## src/rtl/ct_pt_addsub_stream_if.sv

```systemverilog
// ct_pt_addsub_stream_if: beat stream in/out bundle
// master drives beats in and accepts results; slave is the engine
interface ct_pt_addsub_stream_if #(
  parameter int LANES = 4,
  parameter int W     = 16,
  parameter int IW    = 1
);
  logic                    in_valid;
  logic                    in_ready;
  logic                    in_mode;
  logic [LANES-1:0][W-1:0] in_a;
  logic [LANES-1:0][W-1:0] in_b;
  logic [LANES-1:0][W-1:0] in_gamma;
  logic                    out_valid;
  logic                    out_ready;
  logic [LANES-1:0][W-1:0] out_a;
  logic [LANES-1:0][W-1:0] out_b;
  logic [IW-1:0]           out_idx;
  logic                    out_last;
  logic [LANES-1:0]        out_err;

  modport master (
    output in_valid, in_mode, in_a, in_b, in_gamma,
    output out_ready,
    input  in_ready,
    input  out_valid, out_a, out_b, out_idx,
    input  out_last, out_err
  );

  modport slave (
    input  in_valid, in_mode, in_a, in_b, in_gamma,
    input  out_ready,
    output in_ready,
    output out_valid, out_a, out_b, out_idx,
    output out_last, out_err
  );
endinterface

```

## src/rtl/ct_pt_addsub_stream.sv

```systemverilog
// ct_pt_addsub_stream: two-stage B' = B +/- delta*gamma mod Q
// over LANES-wide beats, A passed through, valid/ready stalls
module ct_pt_addsub_stream #(
  parameter int N      = 8,
  parameter int W      = 16,
  parameter int LANES  = 4,
  parameter int QP     = 65521,
  parameter int DELTAP = 256,
  parameter int TP     = QP / DELTAP
) (
  input logic clk,
  input logic rst_n,
  ct_pt_addsub_stream_if.slave io
);
  localparam int BEATS = N / LANES;
  localparam int IW = (BEATS > 1) ? $clog2(BEATS) : 1;

  localparam logic [W:0]   QX = (W+1)'(QP);
  localparam logic [W-1:0] QW = W'(QP);
  localparam logic [W-1:0] DW = W'(DELTAP);
  localparam logic [W-1:0] TW = W'(TP);
  localparam logic [IW-1:0] LAST_IDX = IW'(BEATS - 1);

  typedef logic [LANES-1:0][W-1:0] vec_t;

  typedef struct packed {
    vec_t             a;
    vec_t             b;
    vec_t             p;
    logic [LANES-1:0] err;
    logic             mode;
    logic [IW-1:0]    idx;
    logic             last;
  } s1_t;

  logic          s1_valid;
  logic          s1_en;
  logic          s2_en;
  logic          acc;
  logic          first;
  logic          eff_mode;
  logic          frame_mode;
  logic [IW-1:0] cnt;
  s1_t           s1_d;
  s1_t           s1_q;
  vec_t          res_b;

  assign s2_en       = !io.out_valid || io.out_ready;
  assign s1_en       = !s1_valid || s2_en;
  assign io.in_ready = s1_en;
  assign acc         = io.in_valid && s1_en;
  assign first       = (cnt == '0);
  assign eff_mode    = first ? io.in_mode : frame_mode;

  // out-of-range gamma contributes zero, so B rides through untouched
  always_comb begin
    s1_d      = '0;
    s1_d.a    = io.in_a;
    s1_d.b    = io.in_b;
    s1_d.mode = eff_mode;
    s1_d.idx  = cnt;
    s1_d.last = (cnt == LAST_IDX);
    for (int l = 0; l < LANES; l++) begin
      s1_d.err[l] = (io.in_gamma[l] >= TW);
      s1_d.p[l]   = s1_d.err[l] ? '0 : DW * io.in_gamma[l];
    end
  end

  for (genvar l = 0; l < LANES; l++) begin : g_lane
    logic [W:0]   sum;
    logic [W-1:0] add_r;
    logic [W-1:0] sub_r;

    assign sum   = {1'b0, s1_q.b[l]} + {1'b0, s1_q.p[l]};
    assign add_r = (sum >= QX) ? W'(sum - QX) : sum[W-1:0];
    // wrap in W bits is harmless: the true result is below Q
    assign sub_r = (s1_q.b[l] >= s1_q.p[l])
                 ? s1_q.b[l] - s1_q.p[l]
                 : s1_q.b[l] + QW - s1_q.p[l];
    assign res_b[l] = s1_q.err[l] ? s1_q.b[l]
                    : (s1_q.mode ? sub_r : add_r);
  end

  always_ff @(posedge clk or negedge rst_n) begin
    if (!rst_n) begin
      s1_valid   <= 1'b0;
      s1_q       <= '0;
      cnt        <= '0;
      frame_mode <= 1'b0;
    end else begin
      if (s1_en) s1_valid <= io.in_valid;
      if (acc) begin
        s1_q <= s1_d;
        cnt  <= (cnt == LAST_IDX) ? '0 : cnt + IW'(1);
        if (first) frame_mode <= io.in_mode;
      end
    end
  end

  always_ff @(posedge clk or negedge rst_n) begin
    if (!rst_n) begin
      io.out_valid <= 1'b0;
      io.out_a     <= '0;
      io.out_b     <= '0;
      io.out_idx   <= '0;
      io.out_last  <= 1'b0;
      io.out_err   <= '0;
    end else if (s2_en) begin
      io.out_valid <= s1_valid;
      if (s1_valid) begin
        io.out_a    <= s1_q.a;
        io.out_b    <= res_b;
        io.out_idx  <= s1_q.idx;
        io.out_last <= s1_q.last;
        io.out_err  <= s1_q.err;
      end
    end
  end
endmodule

```

## src/flat_wrapper.sv

```systemverilog
// flat-port wrapper written by rule: the top's interface ports become plain ports
module ct_pt_addsub_stream_flat 
#(
  parameter int N      = 8,
  parameter int W      = 16,
  parameter int LANES  = 4,
  parameter int QP     = 65521,
  parameter int DELTAP = 256,
  parameter int TP     = QP / DELTAP
)
  (clk, rst_n, io_in_valid, io_in_mode, io_in_a, io_in_b, io_in_gamma, io_out_ready, io_in_ready, io_out_valid, io_out_a, io_out_b, io_out_idx, io_out_last, io_out_err);
  ct_pt_addsub_stream_if #(.LANES(LANES), .W(W)) io_i ();
  input logic clk;
  input logic rst_n;
  input wire logic [$bits(io_i.in_valid)-1:0] io_in_valid;
  input wire logic [$bits(io_i.in_mode)-1:0] io_in_mode;
  input wire logic [$bits(io_i.in_a)-1:0] io_in_a;
  input wire logic [$bits(io_i.in_b)-1:0] io_in_b;
  input wire logic [$bits(io_i.in_gamma)-1:0] io_in_gamma;
  input wire logic [$bits(io_i.out_ready)-1:0] io_out_ready;
  output wire logic [$bits(io_i.in_ready)-1:0] io_in_ready;
  output wire logic [$bits(io_i.out_valid)-1:0] io_out_valid;
  output wire logic [$bits(io_i.out_a)-1:0] io_out_a;
  output wire logic [$bits(io_i.out_b)-1:0] io_out_b;
  output wire logic [$bits(io_i.out_idx)-1:0] io_out_idx;
  output wire logic [$bits(io_i.out_last)-1:0] io_out_last;
  output wire logic [$bits(io_i.out_err)-1:0] io_out_err;
  assign io_i.in_valid = io_in_valid;
  assign io_i.in_mode = io_in_mode;
  assign io_i.in_a = io_in_a;
  assign io_i.in_b = io_in_b;
  assign io_i.in_gamma = io_in_gamma;
  assign io_i.out_ready = io_out_ready;
  assign io_in_ready = io_i.in_ready;
  assign io_out_valid = io_i.out_valid;
  assign io_out_a = io_i.out_a;
  assign io_out_b = io_i.out_b;
  assign io_out_idx = io_i.out_idx;
  assign io_out_last = io_i.out_last;
  assign io_out_err = io_i.out_err;
  ct_pt_addsub_stream #(.N(N), .W(W), .LANES(LANES), .QP(QP), .DELTAP(DELTAP), .TP(TP)) u_core (.clk(clk), .rst_n(rst_n), .io(io_i));
endmodule
```

## config.mk

```make
export PLATFORM = sky130hd
export DESIGN_NAME = ct_pt_addsub_stream_flat
export DESIGN_NICKNAME = d
export VERILOG_FILES = /design/src/rtl/ct_pt_addsub_stream_if.sv /design/src/rtl/ct_pt_addsub_stream.sv /design/src/flat_wrapper.sv
export SDC_FILE = /design/constraint.sdc
export NUM_CORES = 1
export LEC_CHECK = 0
export ABC_AREA = 1
export CORE_UTILIZATION = 50
export DETAILED_ROUTE_END_ITERATION = 12
export GPL_TIMING_DRIVEN = 0
export MAX_ROUTING_LAYER = met4
export PLACE_DENSITY = 0.79
export SYNTH_ARGS = -nofsm -noshare
export SYNTH_HDL_FRONTEND = slang
export SYNTH_SLANG_ARGS = --single-unit
```

## constraint.sdc

```tcl
create_clock -name clk -period 6.7 [get_ports clk]
set_clock_uncertainty 0.1 [all_clocks]
set_input_delay 1.005 -clock clk [delete_from_list [all_inputs] [get_ports clk]]
set_output_delay 1.005 -clock clk [all_outputs]
set_load 0.01 [all_outputs]
```

Yosys cells after proc, flatten, opt, wreduce, memory -nomap -nowiden
Cells that the tools add are included.
{"block": "classes", "n_addsub": 21, "order_cmp": 12, "muxes": 21, "bitwise": 1, "n_reduce_logical": 7}
{"op": "2-to-1 mux 16 bit", "n": 20}
{"op": "subtractor 16 bit", "n": 8}
{"op": "adder 16 x 16 -> 17 bit", "n": 4}
{"op": "greater-or-equal comparator 17 x 16 -> 1 bit (second input constant)", "n": 4}
{"op": "adder 16 bit (second input constant)", "n": 4}
{"op": "greater-or-equal comparator 16 bit", "n": 4}
{"op": "greater-or-equal comparator 16 x 8 -> 1 bit (second input constant)", "n": 4}
{"op": "subtractor 16 bit (second input constant)", "n": 4}
{"op": "AND reduction 2 bit", "n": 2}
{"op": "logical NOT 1 bit", "n": 2}
{"op": "logical OR 1 bit", "n": 2}
{"op": "adder 1 bit (second input constant)", "n": 1}
{"op": "logical AND 1 bit", "n": 1}
{"op": "2-to-1 mux 1 bit", "n": 1}
{"op": "NOT 1 bit", "n": 1}
{"block": "totals", "ff_bits": 334, "input_bits": 197, "output_inout_bits": 136, "wordCells": 90}

Depth between registers and ports, before layout
Gate-level depths: netlist of run 1.
{"block": "logic_depth", "word_depth": 5, "ltp_mapped": 20, "ltp_nobuf": 20}

Least setup slack after synthesis of run 1
OpenSTA, ideal clock, no wires.
{"block": "synth_timing", "kind": "input to register", "from": "in io_out_ready", "to": "reg u_core.s1_q[16] (netlist bit)", "arrival_time_ps": 2232, "t_required_ps": 6449, "path_slack_ps": 4217, "cell_stages": 8, "cell_sequence": "inv_1 > nand3_1 > nand2_1 > inv_1 > clkbuf_1 > clkbuf_1 > clkbuf_1 > o22ai_1"}
{"block": "synth_via", "elab_chain_cells": 3}
{"item": "from (decl)", "line_no": "flat_wrapper.sv:20", "source": "input wire logic [$bits(io_i.out_ready)-1:0] io_out_ready;"}
{"item": "logical OR 1 bit", "line_no": "ct_pt_addsub_stream.sv:48", "source": "assign s2_en = !io.out_valid || io.out_ready;"}
{"item": "logical OR 1 bit", "line_no": "ct_pt_addsub_stream.sv:49", "source": "assign s1_en = !s1_valid || s2_en;"}
{"item": "via io_in_ready", "line_no": "flat_wrapper.sv:21", "source": "output wire logic [$bits(io_i.in_ready)-1:0] io_in_ready;"}
{"item": "logical AND 1 bit", "line_no": "ct_pt_addsub_stream.sv:51", "source": "assign acc = io.in_valid && s1_en;"}
{"item": "to (signal assigned)", "line_no": "ct_pt_addsub_stream.sv:87", "source": "s1_q <= '0;"}
{"item": "to (signal assigned)", "line_no": "ct_pt_addsub_stream.sv:93", "source": "s1_q <= s1_d;"}
{"item": "to (decl)", "line_no": "ct_pt_addsub_stream.sv:45", "source": "s1_t s1_q;"}
The timed path passes the listed nets, and every way through them passes these cells.
A chain may end at the register's enable or synchronous reset.

Final worst setup path of run 1
{"block": "layout_timing", "from": "in io_out_ready", "to": "reg u_core.s1_q[174] (netlist bit)"}
{"block": "layout_via", "elab_chain_cells": 3}
{"item": "logical OR 1 bit", "line_no": "ct_pt_addsub_stream.sv:48"}
{"item": "logical OR 1 bit", "line_no": "ct_pt_addsub_stream.sv:49"}
{"item": "logical AND 1 bit", "line_no": "ct_pt_addsub_stream.sv:51"}
No other way between the ends.

==> results.py, run 1 <==
metrics = {
    "placed_design": {
        "pre_cts_ws_ps": 1980,
        "placed_cell_area_um2": 24700,
        "gp_congestion": 0.976,
        "place.port_buffers": 332,
        "place_inst": 3783,
        "dpl.hpwl_mm": 55.8,
    },
    "synth": {
        "syn_nets": 3266,
        "syn-instance-count": 2917,
        "synth_edf_count": 0,
        "synth_area_leaders": "dfrtp_1, nand2_1, ha_1",
        "yosysTopAreaCell": "dfrtp_1",
        "synth_area_um2": 20700,
        "yosys_warnings": 0,
        "ys_types": 53,
        "synth.ff_latch_count": 302,
        "synth_top_area_share": 0.365,
        "ys_seq_area_frac": 0.365,
        "async_flop_share": 1.00,
        "synth_flop_cell": "dfrtp_1",
        "syn_avg_cell_area_um2": 7.09,
    },
    "cells_and_area": {
        "utilization": 0.635,
        "layout-drive-gt1-share": 0.0583,
        "final_common_cell": "nand2_1",
        "syn_to_final_growth_pct": 25.3,
        "fin_area_um2": 25900,
        "antenna_cells": 0,
        "nets": 3638,
        "layout_common_cells": "nand2_1, inv_1, clkdlybuf4s50_1, dfrtp_1, nand3_1",
        "fill_cells": 3702,
        "final_cells": 3845,
    },
    "timing": {
        "tns_ps": 0,
        "fin_ws_ps": 2490,
        "fmax_mhz": 238,
        "hold_viol": 0,
        "worst_pin_slew_ps": 1450,
        "slew_violations": 0,
        "fin_crit_ps": 4210,
        "slew_headroom": 0.0365,
        "min_period_over_period": 0.628,
        "rsz0062_at_grt": "false",
        "final-setup-viol-count": 0,
    },
    "power": {
        "switchingPower_mw": 2.94,
        "p_int_mw": 4.45,
        "swShare": 0.398,
        "pwr-share-seq": 0.332,
        "power.leakage_nw": 12.9,
        "clock_power_share": 0.265,
        "peakVddDrop_uv": 248,
        "power.density_nw_per_um2": 285,
        "p_comb_frac": 0.402,
    },
    "global_routing": {
        "grt_max_degree": 120,
        "grt_pass1_wl_mm": 113,
        "overflow": 0,
        "track_usage": 0.359,
        "grt_pass1_vias": 20670,
        "grt_antenna_before_repair": 1,
    },
    "setup_path": {
        "crit_top_cell": "clkbuf_1",
        "cp_data_arrival_time_ps": 4500,
        "end_kind": "flop",
        "cp_max_fo": 10,
        "start_kind": "input pin",
        "critPathRequiredTime_ps": 6990,
        "max_stage_delay_ps": 830,
        "crit_type": "in -> reg",
        "critPathBufInv": 6,
        "crit_chain": "clkdlybuf4s50_1 -> inv_1 -> nand3_1 -> nand2_1 -> inv_1 -> clkbuf_1 -> clkbuf_1 -> clkbuf_1 -> o21ai_0",
        "critPathSlowestCell": "clkbuf_1",
        "critical_path.top_delay_family": "buffers and inverters",
    },
    "routing": {
        "ant_nets": 0,
        "wl_mm": 73.4,
        "viasPerCell": 5.46,
        "drt_iter0_markers": 1620,
        "remaining_drc_errors": 0,
        "drt_pass1_iterations": 5,
        "wl_per_cell_um": 19.1,
        "num_vias": 21000,
    },
    "cts": {
        "cts_tree": "done",
        "cts-resized-gates": 0,
        "clk_latency_ps": 570,
        "clkTransAtPathRegs_ps": 60,
        "clockBufferDepth": 3,
        "cts_sinks": 302,
        "cts_buffers": 36,
        "cts_setup_buffers": 0,
        "cts_htree_levels": 2,
        "cts_hold_buf": 0,
        "clockRootBuffer": "clkbuf_16",
    },
    "status": {
        "status": "finished, final reports clean",
    },
    "flow_run": {
        "cap_violations": 0,
    },
    "die": {
        "initial_core_util": 0.507,
        "dieHeight_um": 205,
        "ios": 333,
        "row_count": 74,
        "dieArea_um2": 42200,
        "dieWidth_um": 205,
        "fp.coreArea_um2": 40800,
    },
    "hold_path": {
        "hp-class": "in -> async",
    },
}
==> power groups by stage <==
stage / sequential (mW) / clock (mW) / combinational, mW
2_1_floorplan: 2.52 / 0 / 1.48
3_3_place_gp: 2.46 / 0 / 2.89
5_1_grt: 2.49 / 2.04 / 3.25
3_5_place_dp: 2.47 / 0 / 2.92
6_report: 2.46 / 1.96 / 2.97
4_1_cts: 2.45 / 1.98 / 2.94
==> cells in the mapped netlist, types with 27 or more instances <==
library cell / number
ha_1: 144
a21oi_1: 128
nor2_1: 131
o22ai_1: 27
nand4_1: 33
clkbuf_1: 77
dfrtp_1: 302
xor2_1: 37
nand3_1: 226
o21ai_0: 200
nand2_1: 967
nor3_1: 32
inv_1: 334
==> stage by stage <==
stage | power, mW | hold slack [ps]
5_1_grt | 7.78 | 321
4_1_cts | 7.37 | 295
6_report | 7.39 | 272
3_5_place_dp | 5.39 | 352
3_3_place_gp | 5.35 | 351
2_1_floorplan | 4.00 | 342
==> final timing paths <==
kind,cells after the start,slack [ps],endpoint,startpoint
hold reg to reg,2,370,u_core.io.out_a[50],u_core.s1_q[185]
hold / removal,1,270,u_core.s1_q[96],rst_n
min in group clk,2,370,u_core.io.out_a[50],u_core.s1_q[185]
max in group asynchronous,3,4720,u_core.io.out_a[30],rst_n
setup / recovery,9,2490,u_core.s1_q[174],io_out_ready
setup reg to reg,7,3050,u_core.s1_q[174],u_core.io.out_valid
==> sequential cells by signal, summed over array words and instances, names as in the netlist <==
signal / cells
u_core.frame_mode: 1
u_core.io.out_idx: 1
u_core.io.out_err: 4
u_core.io.out_a: 64
u_core.io.out_valid: 1
u_core.io.out_b: 64
u_core.s1_q: 165
u_core.s1_valid: 1
u_core.cnt: 1
==> metal layers <==
metal | GRT usage | vias to the layer above | wire (um)
met5 | - | - | 0
met2 | 0.567 | 863 | 33600
li1 | - | 10106 | -
met4 | 0.157 | 0 | 3220
met1 | 0.443 | 9860 | 30600
met3 | 0.0771 | 171 | 5950
==> cell families after synthesis <==
group	Yosys count	synth area share
and+or+nand+nor	1471	0.302
xor gates and xnor gates	44	0.0190
buffers and inverters	488	0.0956
adders and majority gates	152	0.0948
AOI/OAI and AO/OA	460	0.123
DFF	302	0.365
==> layout make-up <==
cell class              instances  area, um^2  share of cell area
repair buffers                334        3380               0.131
multi-input cells            2127       11200               0.430
plain buffers                 124         611              0.0236
well taps                     532         666              0.0257
inverters                     364        1370              0.0528
clock buffers                  49        1070              0.0414
clock inverters                13         105             0.00405
flip-flops and latches        302        7560               0.292
(Power assumes the default switching activity.)
==> run 2: changes to the inputs <==
- clock period: 6.7 -> 3.9 ns (I/O delays scaled with it)
==> run 2 against run 1 <==
Count of clock-buffer cells in the layout stayed put. Sequential share of layout area hardly changed. Critical path depth stayed put. Critical endpoint unchanged. Largest cell class unchanged. Largest power group unchanged.
==> results.py, run 2 (same netlist as run 1, synthesis figures left out) <==
metrics = {
    "hold_path": {
        "hold_end": "u_core.io.out_a[50]",
        "hold_depth": 2,
        "hp-class": "reg -> reg",
        "min_from": "u_core.s1_q[185]",
    },
    "global_routing": {
        "grt.met2_usage": 0.567,
        "grtUsageMet3": 0.0771,
        "met1_usage": 0.443,
        "top_usage_layer": "met2",
        "grt_pass1_wl_mm": 113,
        "track_usage": 0.359,
        "grt_antenna_before_repair": 1,
        "overflow": 0,
        "grt_max_degree": 120,
        "grt_pass1_vias": 20670,
    },
    "setup_path": {
        "crit_chain": "clkdlybuf4s50_1 -> inv_1 -> nand3_1 -> nand2_1 -> inv_1 -> clkbuf_1 -> clkbuf_1 -> clkbuf_1 -> o21ai_0",
        "rrSetupSlack_ps": 280,
        "end_kind": "flop",
        "crit_top_cell": "clkbuf_1",
        "max_stage_delay_ps": 830,
        "start_kind": "input pin",
        "critPathRequiredTime_ps": 4190,
        "cp_max_fo": 10,
        "critical_path.top_delay_family": "buffers and inverters",
        "crit_type": "in -> reg",
        "critPathSlowestCell": "clkbuf_1",
        "critPathBufInv": 6,
        "reg2reg_from": "u_core.io.out_valid",
        "cp_data_arrival_time_ps": 4050,
        "reg2reg_to": "u_core.s1_q[174]",
        "rr_worst_depth": 7,
    },
    "routing": {
        "remaining_drc_errors": 0,
        "drt_iter0_markers": 1707,
        "wl_mm": 73.5,
        "ant_nets": 0,
        "num_vias": 21088,
        "wl_per_cell_um": 19.1,
        "drt_pass1_iterations": 7,
        "viasPerCell": 5.48,
    },
    "power": {
        "power.density_nw_per_um2": 490,
        "peakVddDrop_uv": 426,
        "power.leakage_nw": 12.9,
    },
    "die": {
        "dieHeight_um": 205,
        "ios": 333,
        "initial_core_util": 0.507,
        "fp.coreArea_um2": 40800,
        "row_count": 74,
        "dieArea_um2": 42200,
        "dieWidth_um": 205,
    },
    "flow_run": {
        "cap_violations": 0,
    },
    "cells_and_area": {
        "antenna_cells": 0,
        "seqCellArea_um2": 7560,
        "top_register": "u_core.s1_q",
        "layout-drive-gt1-share": 0.0582,
        "fill_cells": 3701,
        "multi_input_comb_area_um2": 11200,
        "largestRegisters": "u_core.s1_q x165, u_core.io.out_a x64, u_core.io.out_b x64",
        "syn_to_final_growth_pct": 25.3,
        "nets": 3639,
        "final_common_cell": "nand2_1",
        "largest_reg_flops": 165,
        "layout_common_cells": "nand2_1, inv_1, clkdlybuf4s50_1, dfrtp_1, nand3_1",
    },
    "timing": {
        "worst_pin_slew_ps": 1430,
        "min_period_over_period": 0.965,
        "slew_headroom": 0.0488,
        "slew_violations": 0,
        "hold_viol": 0,
        "tns_ps": 0,
        "fin_crit_ps": 3760,
        "rsz0062_at_grt": "false",
        "fmax_mhz": 266,
        "hold_slack_ps": 365,
        "final-setup-viol-count": 0,
    },
    "cts": {
        "cts_buffers": 36,
        "cts_sinks": 302,
        "clk_latency_ps": 570,
        "clockRootBuffer": "clkbuf_16",
        "cts_tree": "done",
        "clockBufferDepth": 3,
        "cts-resized-gates": 0,
        "cts_htree_levels": 2,
        "clkTransAtPathRegs_ps": 60,
    },
    "placed_design": {
        "place.port_buffers": 332,
        "dpl.hpwl_mm": 55.8,
        "gp_congestion": 0.976,
    },
    "status": {
        "status": "finished, final reports clean",
    },
}
run 2: changes by cell type in the layout (fill, tap and decap cells not counted):
cell / delta
dlygate4sd3_1: +1
run 2: cell type report:
type                    instances  area share
plain buffers                 124      0.0235
inverters                     364      0.0528
clock buffers                  49      0.0414
multi-input cells            2127       0.430
clock inverters                13     0.00405
well taps                     532      0.0257
flip-flops and latches        302       0.291
repair buffers                335       0.131
run 2: worst max-delay path by stage:
stage | start | to | slack (ps) | cells after the start
floorplan | u_core.s1_q[15] | u_core.io.out_b[2] | 1430 | 14
global placement | rst_n | u_core.s1_q[167] | -10800 | 1
detailed placement | io_out_ready | u_core.s1_q[172] | -400 | 9
CTS | io_out_ready | u_core.s1_q[174] | 140 | 9
global route | io_out_ready | u_core.s1_q[174] | 70 | 9
finish | io_out_ready | u_core.s1_q[174] | 140 | 9
run 2: metrics by stage:
stage / util / cell area [um^2] / power [mW] / worst slack (ps) / instances
after floorplan: - / 20700 / 6.87 / 1430 / 2917
after global placement: 0.605 / 24700 / 9.18 / -10800 / 3781
after detailed placement: 0.606 / 24700 / 9.26 / -404 / 3783
after CTS: 0.635 / 25900 / 12.7 / 143 / 3846
after global routing: 0.635 / 25900 / 13.4 / 74.8 / 3846
final: 0.635 / 25900 / 12.7 / 136 / 3846
run 2: timing repair:
action,CTS,global route
setup buffers,0,0
hold buffers,1,0
hold endpoints to repair,67,0
endpoints found under the setup margin,0,0
run 2: where the power goes:
group	switching, mW	internal (mW)
logic	3.16	1.95
registers	0.466	3.75
clock network	1.43	1.94
run 2: metal layers:
layer | vias to the layer above | routed length (um)
li1 | 10123 | -
met1 | 9912 | 30500
met2 | 880 | 33600
met3 | 173 | 6070
met4 | 0 | 3260
met5 | - | 0
run 2: worst register-to-register path, stage by stage (launching register included):
cell      delay [ps]
dfrtp_1          390
nand3_1          140
nand2_1           90
inv_1             80
clkbuf_1         780
clkbuf_1         830
clkbuf_1         840
o21ai_0          200
==> run 3: changes to the inputs <==
- CAP_MARGIN: unset -> 5
- PLACE_DENSITY: 0.79 -> 0.74
==> run 3 against run 2 <==
Largest power group unchanged. Via count down 0.26%. Count of clock-buffer cells in the layout decreased by 1. Critical path type unchanged. Fmax shrank 2.1%. Sequential share of layout area is 0.069 points higher. Highest routed layer unchanged. Die area is the same.
==> results.py, run 3 (same netlist as run 1, synthesis figures left out) <==
metrics = {
    "status": {
        "status": "finished, final reports clean",
    },
    "die": {
        "row_count": 74,
        "dieWidth_um": 205,
        "initial_core_util": 0.507,
        "fp.coreArea_um2": 40800,
        "dieHeight_um": 205,
        "dieArea_um2": 42200,
        "ios": 333,
    },
    "routing": {
        "drt_iter0_markers": 1694,
        "remaining_drc_errors": 0,
        "ant_nets": 0,
        "wl_mm": 74.3,
        "num_vias": 21034,
        "viasPerCell": 5.47,
        "wl_per_cell_um": 19.3,
        "drt_pass1_iterations": 7,
    },
    "cells_and_area": {
        "nets": 3638,
        "largestRegisters": "u_core.s1_q x165, u_core.io.out_a x64, u_core.io.out_b x64",
        "utilization": 0.634,
        "top_register": "u_core.s1_q",
        "antenna_cells": 0,
        "largest_reg_flops": 165,
        "syn_to_final_growth_pct": 25.0,
        "final_common_cell": "nand2_1",
        "layout-drive-gt1-share": 0.0579,
        "layout_common_cells": "nand2_1, inv_1, clkdlybuf4s50_1, dfrtp_1, nand3_1",
    },
    "setup_path": {
        "critical_path.top_delay_family": "buffers and inverters",
        "critPathRequiredTime_ps": 4170,
        "start_kind": "input pin",
        "critPathBufInv": 6,
        "critPathSlowestCell": "clkdlybuf4s15_1",
        "crit_chain": "clkdlybuf4s50_1 -> inv_1 -> nand3_1 -> nand2_1 -> inv_1 -> clkbuf_1 -> clkdlybuf4s15_1 -> clkbuf_1 -> o22ai_1",
        "cp_max_fo": 10,
        "max_stage_delay_ps": 830,
        "end_kind": "flop",
        "crit_type": "in -> reg",
        "cp_data_arrival_time_ps": 4110,
    },
    "cts": {
        "clockRootBuffer": "clkbuf_16",
        "clk_latency_ps": 560,
        "cts_htree_levels": 2,
        "cts_tree": "done",
        "cts_sinks": 302,
        "clkTransAtPathRegs_ps": 60,
        "cts_buffers": 35,
        "clockBufferDepth": 3,
    },
    "timing": {
        "rsz0062_at_grt": "false",
        "slew_violations": 0,
        "fin_crit_ps": 3850,
        "fin_ws_ps": 54.1,
        "slew_headroom": 0.139,
        "min_period_over_period": 0.986,
        "final-setup-viol-count": 0,
        "fmax_mhz": 260,
        "hold_viol": 0,
        "worst_pin_slew_ps": 1290,
        "tns_ps": 0,
    },
    "power": {
        "power.leakage_nw": 12.9,
        "p_total_mw": 12.6,
        "peakVddDrop_uv": 363,
        "power.density_nw_per_um2": 487,
    },
    "global_routing": {
        "top_usage_layer": "met2",
        "met1_usage": 0.450,
        "grt.met2_usage": 0.588,
        "grt_pass1_vias": 20522,
        "track_usage": 0.362,
        "overflow": 0,
        "grt_antenna_before_repair": 0,
        "grt_pass1_wl_mm": 113,
        "grt_max_degree": 119,
        "grtUsageMet3": 0.0694,
    },
    "placed_design": {
        "place.port_buffers": 332,
        "dpl.hpwl_mm": 56.6,
        "pre_cts_ws_ps": -511,
        "gp_congestion": 0.987,
    },
    "flow_run": {
        "cap_violations": 0,
    },
    "hold_path": {
        "hp-class": "reg -> reg",
    },
}
-- run 3: repair_timing --
item	4_1_cts	5_1_grt
hold buffers	1	0
endpoints found under the setup margin	0	7
resized for setup	0	5
endpoints found under the hold margin	68	0
setup buffers	0	0
-- run 3: final timing paths --
kind / endpoint / start / depth (start not counted) / slack, ps
setup reg to reg: u_core.s1_q[19] / u_core.io.out_valid / 7 / 240
setup / recovery: u_core.s1_q[19] / io_out_ready / 9 / 50
min in group asynchronous: u_core.s1_q[95] / rst_n / 2 / 460
hold reg to reg: u_core.io.out_a[45] / u_core.s1_q[180] / 2 / 370
max in group asynchronous: u_core.s1_q[164] / rst_n / 4 / 1730
hold / removal: u_core.io.out_a[45] / u_core.s1_q[180] / 2 / 370
-- run 3: metal layers --
layer,vias up,part of all wire
met3,123,0.082
met2,867,0.47
li1,10107,-
met1,9937,0.42
met4,0,0.033
met5,-,0
-- run 3: final cells by class --
cell class | instances | area, um^2
Fill cell | 3731 | 15000
Multi-Input combinational cell | 2127 | 11200
Sequential cell | 302 | 7560
Timing Repair Buffer | 335 | 3390
Inverter | 364 | 1370
Clock buffer | 48 | 1010
Tap cell | 532 | 666
Buffer | 124 | 618
Clock inverter | 15 | 103
-- run 3: tightest hold or removal path: stages, from the launching register on --
cell	delay (ps)
dfrtp_1	340
nand2_1	50
nand2_1	50
-- run 3: stage by stage --
stage,instance area [um^2],hold slack [ps],std cells
2_1_floorplan,20700,189,2917
3_3_place_gp,24700,350,3781
3_5_place_dp,24700,355,3783
4_1_cts,25900,373,3847
5_1_grt,25900,396,3847
6_report,25900,374,3847
-- run 3: power by group --
group | switching [mW] | internal (mW) | total [mW]
Clock | 1.42 | 1.82 | 3.24
Sequential | 0.468 | 3.75 | 4.22
Combinational | 3.18 | 1.95 | 5.13
